<file path="src/rtl/shifter_arbiter.sv">
// Round-robin arbiter that shares one Shifter between NUM_REQ requesters,
// sequencing the start/done handshake with a timeout watchdog per transaction.
module shifter_arbiter #(
  parameter int NUM_REQ = 4,
  parameter int WIDTH   = 16,
  parameter int TIMEOUT = 255
) (
  input  logic                       clk,
  input  logic                       rst_n,
  input  logic [NUM_REQ-1:0]         req,
  input  logic [NUM_REQ*WIDTH-1:0]   req_base,
  input  logic [NUM_REQ*WIDTH-1:0]   req_power,
  output logic [NUM_REQ-1:0]         ack,
  output logic [WIDTH-1:0]           rsp_result,
  output logic                       rsp_err,
  output logic [$clog2(NUM_REQ)-1:0] grant_id,
  output logic                       busy,
  output logic [WIDTH-1:0]           sh_base,
  output logic [WIDTH-1:0]           sh_power,
  output logic                       sh_start,
  input  logic [WIDTH-1:0]           sh_result,
  input  logic                       sh_done
);

  localparam int IW = $clog2(NUM_REQ);
  localparam int SW = IW + 1;
  localparam int CW = $clog2(TIMEOUT + 1);

  localparam logic [1:0] IDLE  = 2'd0;
  localparam logic [1:0] ISSUE = 2'd1;
  localparam logic [1:0] WAIT  = 2'd2;
  localparam logic [1:0] RESP  = 2'd3;

  localparam logic [IW-1:0] LAST_ID  = IW'(NUM_REQ - 1);
  localparam logic [SW-1:0] NREQ_W   = SW'(NUM_REQ);
  localparam logic [CW-1:0] CNT_LAST = CW'(TIMEOUT - 1);

  logic [1:0]    state;
  logic [IW-1:0] last_grant;
  logic [CW-1:0] wd_cnt;
  logic          pick_valid;
  logic [IW-1:0] pick_id;
  logic [SW-1:0] cand;

  // Search upward from last_grant+1, wrapping; the extra bit of cand absorbs
  // the overflow before it is folded back into range.
  always_comb begin
    pick_valid = 1'b0;
    pick_id    = '0;
    cand       = '0;
    for (int i = 0; i < NUM_REQ; i++) begin
      cand = {1'b0, last_grant} + SW'(i + 1);
      if (cand >= NREQ_W) cand = cand - NREQ_W;
      if (!pick_valid && req[cand[IW-1:0]]) begin
        pick_valid = 1'b1;
        pick_id    = cand[IW-1:0];
      end
    end
  end

  always_ff @(posedge clk or negedge rst_n) begin
    if (!rst_n) begin
      state      <= IDLE;
      ack        <= '0;
      sh_start   <= 1'b0;
      busy       <= 1'b0;
      rsp_result <= '0;
      rsp_err    <= 1'b0;
      sh_base    <= '0;
      sh_power   <= '0;
      grant_id   <= '0;
      last_grant <= LAST_ID;
      wd_cnt     <= '0;
    end else begin
      ack      <= '0;
      sh_start <= 1'b0;
      case (state)
        IDLE: begin
          if (pick_valid) begin
            grant_id <= pick_id;
            sh_base  <= req_base[pick_id*WIDTH +: WIDTH];
            sh_power <= req_power[pick_id*WIDTH +: WIDTH];
            sh_start <= 1'b1;
            busy     <= 1'b1;
            state    <= ISSUE;
          end
        end
        ISSUE: begin
          wd_cnt <= '0;
          state  <= WAIT;
        end
        // A done arriving on the last watchdog cycle still counts as success.
        WAIT: begin
          if (sh_done) begin
            rsp_result <= sh_result;
            rsp_err    <= 1'b0;
            ack        <= NUM_REQ'(1) << grant_id;
            state      <= RESP;
          end else if (wd_cnt == CNT_LAST) begin
            rsp_result <= '0;
            rsp_err    <= 1'b1;
            ack        <= NUM_REQ'(1) << grant_id;
            state      <= RESP;
          end else begin
            wd_cnt <= wd_cnt + 1'b1;
          end
        end
        RESP: begin
          last_grant <= grant_id;
          busy       <= 1'b0;
          state      <= IDLE;
        end
        default: begin
          busy  <= 1'b0;
          state <= IDLE;
        end
      endcase
    end
  end

endmodule

</file>
<file path="config.mk">
export PLATFORM = sky130hd
export DESIGN_NAME = shifter_arbiter
export DESIGN_NICKNAME = d
export VERILOG_FILES = /design/src/rtl/shifter_arbiter.sv
export SDC_FILE = /design/constraint.sdc
export NUM_CORES = 1
export LEC_CHECK = 0
export CAP_MARGIN = 20
export CORE_MARGIN = 2
export CORE_UTILIZATION = 40
export CTS_BUF_LIST = sky130_fd_sc_hd__clkbuf_16
export DETAILED_ROUTE_END_ITERATION = 8
export GPL_TIMING_DRIVEN = 0
export PLACE_DENSITY = 0.9
export SETUP_SLACK_MARGIN = 0.2
export SKIP_CTS_REPAIR_TIMING = 1
export SYNTH_ARGS = -nofsm -noshare
export SYNTH_HDL_FRONTEND = slang
export SYNTH_SLANG_ARGS = --single-unit
</file>
<file path="constraint.sdc">
create_clock -name clk -period 2.4 [get_ports clk]
set_input_delay 0.48 -clock clk [delete_from_list [all_inputs] [get_ports clk]]
set_output_delay 0.48 -clock clk [all_outputs]
set_load 0.1 [all_outputs]
</file>
; ---- Word level (Yosys, flattened, before mapping)
; Index checks and enable logic that the tools add are counted.
[totals]
register_bits = 69
in_bits = 151
out_inout_bits = 57
wordCells = 92
[classes]
n_addsub = 9
order_cmp = 8
eq_ne = 8
n_shift = 3
mux = 38
n_reduce_logical = 15
[ops]
columns = operator, n
row1 = indexed part select 64 x 7 -> 16 bit, 2
row2 = two-way mux 16 bit, 2
row3 = two-way mux 2 bit, 11
row4 = two-way mux 8 bit, 2
row5 = case mux 8 bit (2 select lines), 1
row6 = two-way mux 1 bit, 13
row7 = ">= comparator 3 bit, second input constant", 4
row8 = "less-than comparator 2 x 3 -> 1 bit, second input constant", 4
row9 = two-way mux 4 bit, 3
row10 = "adder 8 x 1 -> 8 bit, second input constant", 1
row11 = binary-select mux 1 bit (select 2 bit), 4
row12 = "== test 8 bit, second input constant", 1
row13 = case mux 2 bit (4 select lines), 1
row14 = AND reduction 2 bit, 4
row15 = "subtractor 2 x 1 -> 2 bit, second input constant", 4
row16 = "adder 2 x 2 -> 3 bit, second input constant", 2
row17 = "!= test 2 bit, second input constant", 3
row18 = nonzero test 2 bit, 3
row19 = "== test 2 bit, second input constant", 2
row20 = "left shift 1 x 2 -> 4 bit, first input constant", 1
row21 = "adder 2 x 1 -> 3 bit, second input constant", 1
row22 = "adder 2 x 3 -> 3 bit, second input constant", 1
row23 = logical AND 1 bit, 3
row24 = logical NOT 1 bit, 3
row25 = other kinds (5), 5

; ---- Longest topological paths before layout
; Gate-level depths: netlist (run 1).
[logic_depth]
ltp_word = 17
depth_mapped = 8
ltp_nobuf = 7

; ---- Least setup slack after synthesis (run 1)
; No wires, ideal clock.
[synth_timing]
kind = register -> register
startpoint = register last_grant[1]
endpoint = register sh_base[11]
setup_ps = 132
t_arrival_ps = 1649
t_required_ps = 2268
slack_ps = 619
path_stages_with_launch = 8
path_buffers = 3
synth_period_minus_slack_ps = 1781
path_cell_list = dfstp_2 > buf_4 > mux2i_1 > o221a_4 > buf_12 > buf_12 > mux2i_1 > o221ai_2
[synth_via]
elab_chain_len = 16
word_cells_on_any_way = 40
cone_classes = 8 x add/sub / 4 x order compare / 1 x shift / 20 x mux / 7 x reduce/logical
[synth_rtl]
columns = item, line
row1 = start: declaration, 39  ; logic [IW-1:0] last_grant;
row2 = start signal: assignment, 109  ; last_grant <= grant_id;
row3 = adder 2 x 1 -> 3 bit, 52  ; cand = {1'b0, last_grant} + SW'(i + 1);
row4 = >= comparator 3 bit or subtractor 2 x 1 -> 2 bit (tied branches), 53  ; if (cand >= NREQ_W) cand = cand - NREQ_W;
row5 = two-way mux 2 bit, 53
row6 = binary-select mux 1 bit (select 2 bit), 54  ; if (!pick_valid && req[cand[IW-1:0]]) begin
row7 = two-way mux 1 bit (not written as such), 54
row8 = two-way mux 1 bit, 54
row9 = logical NOT 1 bit, 54
row10 = logical AND 1 bit, 54
row11 = two-way mux 1 bit, 54
row12 = logical NOT 1 bit, 54
row13 = logical AND 1 bit, 54
row14 = two-way mux 1 bit, 54
row15 = logical NOT 1 bit, 54
row16 = logical AND 1 bit, 54
row17 = two-way mux 2 bit or two-way mux 1 bit (tied branches), 54
row18 = indexed part select 64 x 7 -> 16 bit or AND reduction 2 bit (tied branches), n/a
row19 = end signal: assignment, 81  ; sh_base <= req_base[pick_id*WIDTH +: WIDTH];
row20 = end: declaration, 18  ; output logic [WIDTH-1:0] sh_base,
; Parallel ways exist; a longest one is shown, timed or not. The select of a mux whose other input is x is not followed.
; A chain may end at the register's enable or synchronous reset.

; ---- Worst setup path after layout (run 1)
[layout_timing]
startpoint = register grant_id[0]
endpoint = output grant_id[0]
[layout_rtl]
columns = item, line
row1 = start: declaration, 16  ; output logic [$clog2(NUM_REQ)-1:0] grant_id,
row2 = start signal: assignment, 80  ; grant_id <= pick_id;
; No word-level cell between the ends.

==> results.tsv, run 1 <==
stage	metric	value	unit
sta	Final Cycle Share	0.897	
synthesis	synthesized area per cell	12.2	um^2
power	Total Power	0.0100	W
cts	CTS sink cnt	69	
synthesis	synthesized area	3900	um^2
critical_path	reg2reg path depth	6	
sta	Worst Clk Skew	0.00790	ns
cts	clk slew on worst S/H paths	0.06	ns
cts	H-tree Lvls	3	
final_layout	layout cells sized above 1	0.147	
critical_path	crit path max-delay cell type	dlymetal6s2s_1	
critical_path	CP arrival	1.67	ns
drt	DRT antenna net count	0	
floorplan	die area	10600	um^2
floorplan	die span in x	103	um
final_layout	commonest cells after routing, fill and taps aside	149 x clkdlybuf4s50_1, 67 x dfrtp_1, 65 x mux2i_1	
final_layout	Final #Nets	696	
drt	post-DR vias/cell	5.14	
grt	total grt overflow	0	
cts	CTS tree	built	
grt	largest net degree at the start of global routing	70	
sta	worst relative slew slack	0.315	
floorplan	I/O pin count	208	
drt	DR iter-0 viols	85	
sta	count of final setup violators	0	
power	Pwr Density	1510	nW/um^2
place	gp weighted congestion	0.837	
critical_path	Setup crit end kind	primary output	
critical_path	worst r2r src	state[0]	
final_layout	commonest non-fill, non-tap cell in the layout	clkdlybuf4s50_1	
grt	initial antenna violation count	0	
floorplan	Rows	36	
outcome	status	finished clean	
critical_path	CP cell instances	dlymetal6s2s_1	
sta	final slew viol count	0	
sta	Worst-Margin Slew	1.03	ns
flow_run	Max Cap Viol	0	
cts	Root Driver	clkbuf_16	
place	PortBufs	207	
floorplan	Starting Density	0.406	
sta	final setup margin	0.247	ns
drt	drt first pass iters	5	
final_layout	Antenna Cells	0	
cts	clk_lat worst skew	0.32	ns
critical_path	type of origin of the critical path	flip-flop	
synthesis	Cells after Synth	320	
hold_path	HP Class	primary input to asynchronous set/reset pin	
cts	CTS Buf Count	9	
cts	worst-case clock buffer depth	2	
synthesis	synth warn	0	
sta	Tmin final	2.15	ns
sta	RSZ-0062 raised after global routing	yes	
place	worst slack at placement	-0.0618	ns
floorplan	chip height	103	um
critical_path	Crit path max-delay family	buffers and inverters	
drt	average wire per standard cell	17.6	um
synthesis	Seq/Total Area, Yosys	0.444	
critical_path	Critical Path RT	1.92	ns
grt	vias in the first global route	3586	
critical_path	WP buf/inv	1	
drt	DRC viols	0	
sta	FMAX	0.464	GHz
critical_path	R2R Path End	rsp_result[15]	
power	peak supply drop	0.00140	V
synthesis	Yosys reg bits	69	
critical_path	Crit path largest cell delay	0.80	ns
critical_path	Crit Path Max Fanout	7	
place	area post-placement	6130	um^2
floorplan	area of the core	9590	um^2
synthesis	Netlist cell types	47	
drt	via count	3473	
grt	gr usage total	0.217	
critical_path	Setup CP Type	flip-flop to primary output	
grt	first-pass GRT wire length	17600	um
power	leak pwr	3.47	nW
synthesis	syn nets	478	
drt	final WL	11900	um
final_layout	Syn-to-layout area delta	69.9	%
final_layout	design area	6620	um^2
place	hpwl dp	9210	um
final_layout	utilization after layout	0.690	
critical_path	R2R Setup Slk	0.36	ns
sta	Final Hold Viols	0	
-- registers in the layout, summed over array words and instances (netlist names), 2 cells and up --
register	count
rsp_result	16
sh_base	16
sh_power	16
wd_cnt	8
ack	4
grant_id	2
last_grant	2
state	2
-- kinds of logic after synthesis --
family	count (synthesis)	share of synthesized area
compound gates	67	0.190
xor+xnor	5	0.0112
fa+ha+maj	7	0.0225
buf+inv	30	0.0687
flops	69	0.444
mux	67	0.173
simple gates	75	0.0915
-- how the worst max path moves through the flow --
stage	startpoint	end	cells after the start	slack, ns
CTS	grant_id[0]	grant_id[0]	1	-0.19
detailed placement	req[3]	sh_power[4]	8	-0.06
floorplan	last_grant[1]	sh_base[11]	7	0.62
global placement	rst_n	sh_base[15]	1	-1.37
global route	grant_id[0]	grant_id[0]	1	0.20
finish	grant_id[0]	grant_id[0]	1	0.25
-- power breakdown --
group | internal (W) | total [W] | leakage, nW | switching [W]
sequential | 0.00167 | 0.00199 | 0.870 | 0.000320
combinational | 0.00199 | 0.00661 | 2.45 | 0.00462
clock | 0.000912 | 0.00142 | 0.148 | 0.000508
total | 0.00457 | 0.0100 | 3.47 | 0.00545
-- routing by layer --
layer  GRT usage  wire [um]  up-vias
li1            -          -     1638
met1       0.234       4420     1671
met2       0.400       6170      144
met3      0.0719       1100       20
met4      0.0656        235        0
met5           0          0        -
-- stage by stage --
step	instances	hold slack [ns]	setup TNS (ns)
3_3_place_gp	660	0.462	-93.55
5_1_grt	676	0.348	0
3_5_place_dp	660	0.477	-0.863
6_report	676	0.279	0
2_1_floorplan	320	0.184	0
4_1_cts	676	0.304	-0.360
-- cell type report --
class / count / area [um^2]
plain buffers: 23 / 244
clock buffers: 9 / 225
clock inverters: 7 / 100
fillers: 725 / 2970
inverters: 7 / 26.3
multi-input cells: 221 / 1920
flip-flops and latches: 69 / 1730
well taps: 133 / 166
repair buffers: 207 / 2210
-- cell usage after synthesis, drive strengths merged --
library cell | number | area, um^2
a31oi | 1 | 6.26
inv | 7 | 26.3
o221ai | 32 | 468
o221a | 1 | 20.0
xnor2 | 1 | 8.76
a41oi | 1 | 8.76
dfrtp | 67 | 1680
a22o | 16 | 140
nand2 | 47 | 179
or2 | 1 | 6.26
a21oi | 2 | 10.0
o31ai | 1 | 7.51
and3 | 2 | 12.5
o211ai | 1 | 7.51
nor3b | 2 | 20.0
nand4 | 4 | 25.0
xor2 | 4 | 35.0
nor2b | 2 | 15.0
mux2 | 2 | 22.5
a311oi | 1 | 8.76
mux2i | 65 | 651
nor3 | 1 | 5.00
buf | 17 | 211
dfstp | 2 | 52.6
nor4 | 1 | 12.5
a22oi | 1 | 7.51
nand3 | 3 | 15.0
and4 | 1 | 8.76
nand2b | 2 | 12.5
and4b | 1 | 10.0
clkbuf | 6 | 30.0
and2 | 2 | 12.5
o21ai | 7 | 35.0
nor2 | 6 | 22.5
o22ai | 2 | 12.5
a31o | 1 | 8.76
ha | 7 | 87.6
No activity file was read; power rests on OpenSTA's default activity.
==> run 2, diff against run 1 <==
Settings changed: SKIP_LAST_GASP from default to 1.
==> results of run 2 <==
Final layout, timing and power as in run 1 (identical DEF).
